File: config.mk
export PLATFORM = sky130hd
export DESIGN_NAME = multi_channel_fifo_in
export DESIGN_NICKNAME = d
export VERILOG_FILES = /design/src/rtl/vgg_stream_pkg.sv /design/src/rtl/raster_pos_counter.sv /design/src/rtl/multi_channel_fifo_in.sv
export SDC_FILE = /design/constraint.sdc
export NUM_CORES = 2
export LEC_CHECK = 0
export BUFFER_PORTS_ARGS = -buffer_cell sky130_fd_sc_hd__buf_2
export CAP_MARGIN = 40
export CORE_MARGIN = 2
export CORE_UTILIZATION = 55
export CTS_CLUSTER_DIAMETER = 150
export CTS_CLUSTER_SIZE = 12
export DETAILED_ROUTE_END_ITERATION = 10
export PLACE_DENSITY_LB_ADDON = 0.25
export SYNTH_ARGS = -nofsm -noshare
export SYNTH_HDL_FRONTEND = slang
export SYNTH_SLANG_ARGS = --single-unit
File: constraint.sdc
create_clock -name clock -period 22.5 [get_ports clock]
set_input_delay 1.125 -clock clock [delete_from_list [all_inputs] [get_ports clock]]
set_output_delay 1.125 -clock clock [all_outputs]
set_load 0.01 [all_outputs]
File: src/rtl/vgg_stream_pkg.sv
// Shared types and helpers for the vgg_stream front-end blocks.
// Default channel geometry, width helper and flattened-bus slicing.
package vgg_stream_pkg;

   localparam int DEF_DWIDTH = 32;
   localparam int DEF_NUM_CH = 8;

   typedef struct packed {
      logic eol;
      logic eof;
      logic eos;
   } raster_flags_t;

   // $clog2 with a floor of 1 so a limit of 1 still gets a real register bit
   function automatic int CLOG2(input int value);
      return (value <= 1) ? 1 : $clog2(value);
   endfunction

   // Base bit offset of channel c inside a flattened NUM_CH*width bus
   function automatic int unsigned chan_slice(input int unsigned c, input int unsigned width);
      return c * width;
   endfunction

endpackage

File: src/rtl/raster_pos_counter.sv
// Column/row/image position counter; advances once per consumed pixel and
// reports whether the current position ends a line, image or set.
module raster_pos_counter
   import vgg_stream_pkg::*;
#(
   parameter int WIDTH   = 224,
   parameter int HEIGHT  = 224,
   parameter int NUM_IMG = 1
) (
   input  logic          clock,
   input  logic          resetn,
   input  logic          advance,
   output raster_flags_t flags
);

   localparam int CW = CLOG2(WIDTH);
   localparam int RW = CLOG2(HEIGHT);
   localparam int IW = CLOG2(NUM_IMG);

   localparam logic [CW-1:0] COL_LAST = CW'(WIDTH - 1);
   localparam logic [RW-1:0] ROW_LAST = RW'(HEIGHT - 1);
   localparam logic [IW-1:0] IMG_LAST = IW'(NUM_IMG - 1);

   logic [CW-1:0] col;
   logic [RW-1:0] row;
   logic [IW-1:0] img;

   always_ff @(posedge clock or negedge resetn) begin
      if (!resetn) begin
         col <= '0;
         row <= '0;
         img <= '0;
      end else if (advance) begin
         if (col == COL_LAST) begin
            col <= '0;
            if (row == ROW_LAST) begin
               row <= '0;
               img <= (img == IMG_LAST) ? '0 : img + IW'(1);
            end else begin
               row <= row + RW'(1);
            end
         end else begin
            col <= col + CW'(1);
         end
      end
   end

   always_comb begin
      flags     = '0;
      flags.eol = (col == COL_LAST);
      flags.eof = flags.eol & (row == ROW_LAST);
      flags.eos = flags.eof & (img == IMG_LAST);
   end

endmodule

File: src/rtl/multi_channel_fifo_in.sv
// N-channel show-ahead input FIFO with raster end-of-line/frame/set flags.
// Optional DROP_CNT_EN adds a saturating count of writes rejected while full.
module multi_channel_fifo_in
   import vgg_stream_pkg::*;
#(
   parameter int DWIDTH    = DEF_DWIDTH,
   parameter int NUM_CH    = DEF_NUM_CH,
   parameter int DEPTH     = 16,
   parameter int WIDTH     = 224,
   parameter int HEIGHT    = 224,
   parameter int NUM_IMG   = 1,
   parameter int AF_MARGIN = 2
) (
   input  logic                       clock,
   input  logic                       resetn,
   input  logic [NUM_CH*DWIDTH-1:0]   wr_data,
   input  logic                       wrreq,
   output logic                       full,
   output logic                       almost_full,
   output logic [NUM_CH*DWIDTH-1:0]   rd_data,
   input  logic                       rdreq,
   output logic                       empty,
   output logic                       eol,
   output logic                       eof,
   output logic                       eos,
   output logic [$clog2(DEPTH):0]     count,
   output logic [15:0]                drop_cnt
);

   localparam int AW = $clog2(DEPTH);
   localparam int CNTW = AW + 1;
   localparam int BW = NUM_CH * DWIDTH;

   logic [BW-1:0]   mem [DEPTH];
   logic [AW-1:0]   wr_ptr;
   logic [AW-1:0]   rd_ptr;
   logic [CNTW-1:0] count_nxt;
   logic            wr_en;
   logic            rd_en;
   raster_flags_t   pos;

   // Full is sampled before the pop, so a full-state write+read is read only
   assign wr_en = wrreq & ~full;
   assign rd_en = rdreq & ~empty;

   always_comb begin
      count_nxt = count;
      if (wr_en && !rd_en)
         count_nxt = count + CNTW'(1);
      else if (rd_en && !wr_en)
         count_nxt = count - CNTW'(1);
   end

   always_ff @(posedge clock) begin
      if (wr_en)
         mem[wr_ptr] <= wr_data;
   end

   always_ff @(posedge clock or negedge resetn) begin
      if (!resetn) begin
         wr_ptr      <= '0;
         rd_ptr      <= '0;
         count       <= '0;
         full        <= 1'b0;
         empty       <= 1'b1;
         almost_full <= 1'b0;
      end else begin
         if (wr_en)
            wr_ptr <= wr_ptr + AW'(1);
         if (rd_en)
            rd_ptr <= rd_ptr + AW'(1);
         count       <= count_nxt;
         full        <= (count_nxt == CNTW'(DEPTH));
         empty       <= (count_nxt == '0);
         almost_full <= (count_nxt >= CNTW'(DEPTH - AF_MARGIN));
      end
   end

   // Gating on empty also forces zero during reset and hides stale memory
   assign rd_data = empty ? '0 : mem[rd_ptr];

   raster_pos_counter #(
      .WIDTH   (WIDTH),
      .HEIGHT  (HEIGHT),
      .NUM_IMG (NUM_IMG)
   ) u_pos (
      .clock   (clock),
      .resetn  (resetn),
      .advance (rd_en),
      .flags   (pos)
   );

   assign eol = ~empty & pos.eol;
   assign eof = ~empty & pos.eof;
   assign eos = ~empty & pos.eos;

`ifdef DROP_CNT_EN
   always_ff @(posedge clock or negedge resetn) begin
      if (!resetn)
         drop_cnt <= '0;
      else if (wrreq && full && drop_cnt != 16'hFFFF)
         drop_cnt <= drop_cnt + 16'd1;
   end
`else
   assign drop_cnt = '0;
`endif

endmodule

== Word level (Yosys, flattened, before mapping) ==
Memory sizes are Yosys's and may differ from the RTL's.
Cells that the tools add are included.
Storage, ports and cells
  memory bits (writable): 4096
  memories kept: 1
  register bits: 33
  logic and storage cells: 46
  output and inout port bits: 283
Memory list
  mem: words 16, bits a word 256, read ports 1, clocked after Yosys merged registers in 0, write ports 1, line multi_channel_fifo_in.sv:34  | logic [BW-1:0] mem [DEPTH];
Operators by class
  bitwise operators: 10
  reductions and logical operators: 7
  mux-type cells: 8
  eq/ne operators: 3
  add/subtract/negate cells: 7
  order comparisons: 1
Operators with widths (number)
  256-bit 2-to-1 mux: 1
  8-bit by 1-bit adder with 8-bit output (second input constant): 2
  8-bit == test (second input constant): 2
  8-bit 2-to-1 mux: 2
  5-bit 2-to-1 mux: 2
  4-bit by 1-bit adder with 4-bit output (second input constant): 2
  1-bit AND: 7
  5-bit by 1-bit adder with 5-bit output (second input constant): 1
  5-bit == test (second input constant): 1
  5-bit by 4-bit greater-or-equal comparator with 1-bit output (second input constant): 1
  5-bit zero test: 1
  5-bit by 1-bit subtractor with 5-bit output (second input constant): 1
  1-bit 2-to-1 mux: 3
  1-bit inverter: 3
  3-bit AND reduction: 1
  1-bit logical AND: 2
  1-bit zero test: 2
  2-bit AND reduction: 1
  1-bit adder (second input constant): 1

== Depth between registers and ports, before layout ==
  depth in word-level cells: 7
  mapped depth: 9
  depth with buffers taken out: 6

== Cells and area by module ==
A second synthesis with hierarchy kept.
Unflattened totals
  cells, all modules: 6687
  area total of the unflattened synthesis: 156714.1 um^2
By module, submodules not included
  multi_channel_fifo_in: area an instance 155889.5 um^2, sequential area each 123399.6 um^2, instances 1, cells each 6600
  raster_pos_counter: area an instance 824.5 um^2, sequential area each 400.4 um^2, instances 1, cells each 87

== Worst setup path after synthesis ==
OpenSTA, ideal clock, no wires.
  kind: input to register
  from: input wrreq
  to: memory mem[3][0] (netlist bit), enable pin
  arrival time: 18808 ps
  buffers on the path: 1
  library setup time: 1186 ps
  required time: 21314 ps
  path slack: 2506 ps
  cell stages on the path: 4
  path through: nor2b_1 buf_2 nand2_1 nor3_1
Between the ends
  longest elaborated chain between the ends: 3
RTL lines
  start: declaration: line multi_channel_fifo_in.sv:17  | input logic wrreq,
  1-bit AND: line multi_channel_fifo_in.sv:43  | assign wr_en = wrreq & ~full;
  1-bit 2-to-1 mux: line multi_channel_fifo_in.sv:55  | if (wr_en)
  1-bit 2-to-1 mux (not written as such): line multi_channel_fifo_in.sv:56  | mem[wr_ptr] <= wr_data;
  end: declaration: line multi_channel_fifo_in.sv:34
No other way between the ends.

== Final worst setup path ==
  from: register rd_ptr[2]
  to: output rd_data[69]
Between the ends
  longest elaborated chain between the ends: 2
RTL lines
  start: declaration: line multi_channel_fifo_in.sv:36  | logic [AW-1:0] rd_ptr;
  start signal: assignment: line multi_channel_fifo_in.sv:71  | rd_ptr <= rd_ptr + AW'(1);
  memory 16 x 256 bit
  256-bit 2-to-1 mux: line multi_channel_fifo_in.sv:80  | assign rd_data = empty ? '0 : mem[rd_ptr];
  end: declaration: line multi_channel_fifo_in.sv:20  | output logic [NUM_CH*DWIDTH-1:0] rd_data,
No other way between the ends.

==> flow_summary.rst <==
.. list-table::
   :header-rows: 1

   * - Metric
     - Value
   * - Sort of element at the end of the critical path
     - primary output
   * - First-pass detailed-route iteration total
     - 6
   * - Setup Skew
     - 0.03956 ns
   * - Comb pwr share
     - 0.326
   * - Wire length after detailed routing
     - 369400 um
   * - Crit path cell chain
     - inv_8, buf_4, buf_4, buf_4, buf_16, buf_4, buf_12, buf_4, mux2i_1, o22ai_1, buf_2
   * - Largest fanout on the critical path
     - 53
   * - Count of final hold-check violations
     - 0
   * - Final Worst Setup Slack
     - 15.24 ns
   * - Via density
     - 6.486
   * - Sequential area share after synthesis
     - 0.7896
   * - Share of synthesized registers carrying an async set or reset
     - 0.007752
   * - Critical Path Start Type
     - flip-flop
   * - Tcrit/Tclk final
     - 0.3227
   * - Fillers
     - 19010
   * - Fraction of post-synthesis cell area in the top cell type by area
     - 0.7845
   * - Max capacitance violation total
     - 0
   * - Die Wd
     - 537.9 um
   * - Largest stage delay, worst path
     - 0.68 ns
   * - Initial DRC Count
     - 8836
   * - Starting Density
     - 0.5512
   * - Proportion of layout cells with a drive suffix above 1
     - 0.2864
   * - First-pass GRT wire length
     - 530300 um
   * - Net switching share of the total power
     - 0.3181
   * - Aggregate global routing overflow
     - 0
   * - Clock tree from TritonCTS
     - built
   * - Setup violation total in the final timing report
     - 0
   * - Area contributors post-synth
     - sky130_fd_sc_hd__edfxtp_1 (78%), sky130_fd_sc_hd__mux4_2 (13%), sky130_fd_sc_hd__mux2i_1 (3.0%)
   * - Peak VDD IR
     - 128.5 uV
   * - # nets final
     - 7833
   * - Critical Path Slowest Stage Cell
     - sky130_fd_sc_hd__buf_4
   * - Vias in the first global route
     - 75770
   * - Proportion of power drawn by flip-flops and latches
     - 0.420
   * - Count of nets left with antenna violations after detail routing
     - 0
   * - Largest buffer count on any clock path
     - 4
   * - Port bufs
     - 526
   * - Avg WL per Cell
     - 32.26 um
   * - Number of hold buffers added after cts
     - 0
   * - Avg Synthesized Cell Area
     - 23.07 um^2
   * - Vias post-DR
     - 74280
   * - GPL Wtd Cong
     - 0.7434
   * - Worst Path Class, Setup
     - reg2out
   * - Area growth from synthesis to layout
     - 12.32%
   * - Cell type with the largest total area after synthesis
     - sky130_fd_sc_hd__edfxtp_1
   * - Netlist Area Pre-Place
     - 0.1568 mm^2
   * - Post-CTS setup-driven buffer insertion count
     - 0
   * - Share of power burned in the clock network
     - 0.254
   * - Setup WS pre-CTS
     - 16.08 ns
   * - Power per standard cell area
     - 127.5 mW/mm^2
   * - Minimum setup slack among reg-to-reg paths
     - 18.17 ns
   * - Core area
     - 0.2845 mm^2
   * - Number of flops mapped to enable cells by yosys
     - 4096
   * - Internal power summed over all cells
     - 15.31 mW
   * - Result of the run
     - finished clean
   * - CP most frequent cell
     - sky130_fd_sc_hd__buf_4
   * - Final-report max-slew violation count
     - 0
   * - Sinks on the clock net
     - 4128
   * - Worst Path Arrival
     - 6.14 ns
   * - Clock input transition at the sequential cells of the worst setup and hold paths
     - 0.06 ns
   * - Placement row count
     - 196
   * - Count of pins on the block boundary
     - 543
   * - Kind of cell adding the most delay to the critical path
     - buffers and inverters
   * - Fmax achieved
     - 137.7 MHz
   * - Clock buffer count from CTS
     - 381
   * - Power spent charging and discharging nets
     - 7.140 mW
   * - Cell count after synthesis
     - 6795
   * - Clock insertion delay at the later pin of the skew report
     - 0.93 ns
   * - Measured slew at the worst slew-check pin
     - 1.202 ns
   * - Post-synth top flop
     - sky130_fd_sc_hd__edfxtp_1
   * - Worst Hold Class
     - in2async
   * - CTS H-tree lvls
     - 5
   * - Aggregate global-route resource usage
     - 0.2542
   * - # DRC
     - 0
   * - Final sum of negative setup slack
     - 0 ns
   * - Die area
     - 0.2894 mm^2
   * - Detailed placement HPWL
     - 195900 um
   * - Floorplan die height
     - 537.9 um
   * - RSZ-0062 raised after global routing
     - false
   * - Warnings from Yosys
     - 0
   * - Final critical-path required period
     - 7.261 ns
   * - Count of distinct cell types in the synthesized netlist
     - 46
   * - Normalized max-slew margin
     - 0.1989
   * - Buffers and inverters on the worst path
     - 9
   * - CTS Root Cell
     - sky130_fd_sc_hd__clkbuf_16
   * - Data required time at the worst endpoint
     - 21.38 ns
   * - WHS
     - 0.2892 ns
   * - Initial antenna violation count
     - 113
   * - Static power due to leakage
     - 56.40 nW
   * - Cells resized by post-CTS repair
     - 0
   * - Pin count of the biggest net entering global routing
     - 154
   * - FF+latch count, synth
     - 4128
[synth_stat cells (all sizes together), types with 29 or more instances]
library cell  count
dfrtp            31
mux2             50
o21ai           102
nor2             29
nand2           170
a22oi            49
a32oi            47
o22ai           161
o211ai           49
a21oi            98
buf             246
edfxtp         4096
nand4            53
mux4            929
mux2i           465
clkbuf          146
[worst paths after layout]
check                             startpoint  depth (start not counted)      endpoint
worst max-delay path               rd_ptr[2]                         11   rd_data[69]
worst min-delay path                  resetn                          1  u_pos.row[2]
worst max register to register          full                         10    mem[4][33]
worst min register to register  u_pos.row[4]                          1  u_pos.row[4]
max in group asynchronous             resetn                          1     rd_ptr[0]
min in group clock              u_pos.row[4]                          1  u_pos.row[4]
[registers in the layout, indices dropped and copies added (netlist names)]
signal,cells
almost_full,1
count,5
empty,1
full,1
mem,4096
rd_ptr,4
u_pos.col,8
u_pos.row,8
wr_ptr,4
[power by group through the flow]
stage / combinational (mW) / sequential [mW] / clock, mW
after detailed placement: 7.39 / 9.59 / 0
after global routing: 7.76 / 9.47 / 6.09
after global placement: 7.08 / 9.56 / 0
after CTS: 7.41 / 9.43 / 5.80
after floorplan: 4.64 / 9.89 / 0
final: 7.32 / 9.43 / 5.70
[per-stage QoR]
stage	std cells	cell area [um^2]	total power, mW	util
after floorplan	6810	156800	14.53	-
after global placement	10860	163700	16.65	0.5753
after detailed placement	10940	165700	16.97	0.5824
after CTS	11400	176000	22.65	0.6186
after global routing	11420	176000	23.32	0.6188
final	11450	176100	22.45	0.6190
[kinds of logic after synthesis]
family	share of synthesized area
AO/OA/AOI/OAI	0.02053
multiplexers	0.1667
adder cells (fa/ha/maj)	0.0007182
buffers and inverters	0.01317
XOR/XNOR	0.0009497
flip-flops	0.7896
AND/OR/NAND/NOR	0.008291
other	0.00002392
[layout by cell type (no fill, tap or decap), types with 46 or more instances in the layout]
cell type                   instances
sky130_fd_sc_hd__edfxtp_1        4096
sky130_fd_sc_hd__mux4_2           929
sky130_fd_sc_hd__buf_2            527
sky130_fd_sc_hd__mux2i_1          465
sky130_fd_sc_hd__clkbuf_16        384
sky130_fd_sc_hd__nand2_1          169
sky130_fd_sc_hd__o22ai_1          161
sky130_fd_sc_hd__buf_4            148
sky130_fd_sc_hd__a21oi_1           98
sky130_fd_sc_hd__buf_16            65
sky130_fd_sc_hd__o21ai_0           54
sky130_fd_sc_hd__diode_2           53
sky130_fd_sc_hd__nand4_1           53
sky130_fd_sc_hd__mux2_2            50
sky130_fd_sc_hd__o211ai_1          49
sky130_fd_sc_hd__a22oi_1           49
sky130_fd_sc_hd__o21ai_1           48
sky130_fd_sc_hd__a32oi_1           47
sky130_fd_sc_hd__clkbuf_1          46
[routing by layer]
layer	up-vias	GRT usage	routed length (um)
met1	40020	0.3613	145700
li1	30320	-	-
met2	3264	0.4086	180000
met3	611	0.04807	32850
met5	-	0	406
met4	66	0.07270	10450
[area by class of cell]
type                            instances  area (um^2)  area share
Tap cell                             3762         4707     0.02673
Sequential cell                      4128       123800      0.7030
Clock buffer                          430         9782     0.05555
Inverter                                5        26.28   0.0001492
Clock inverter                         25        504.2    0.002863
Timing Repair Buffer                  763         5986     0.03399
Multi-Input combinational cell       2285        31160      0.1769
Antenna cell                           53        132.6   0.0007531
(Power assumes the default switching activity.)
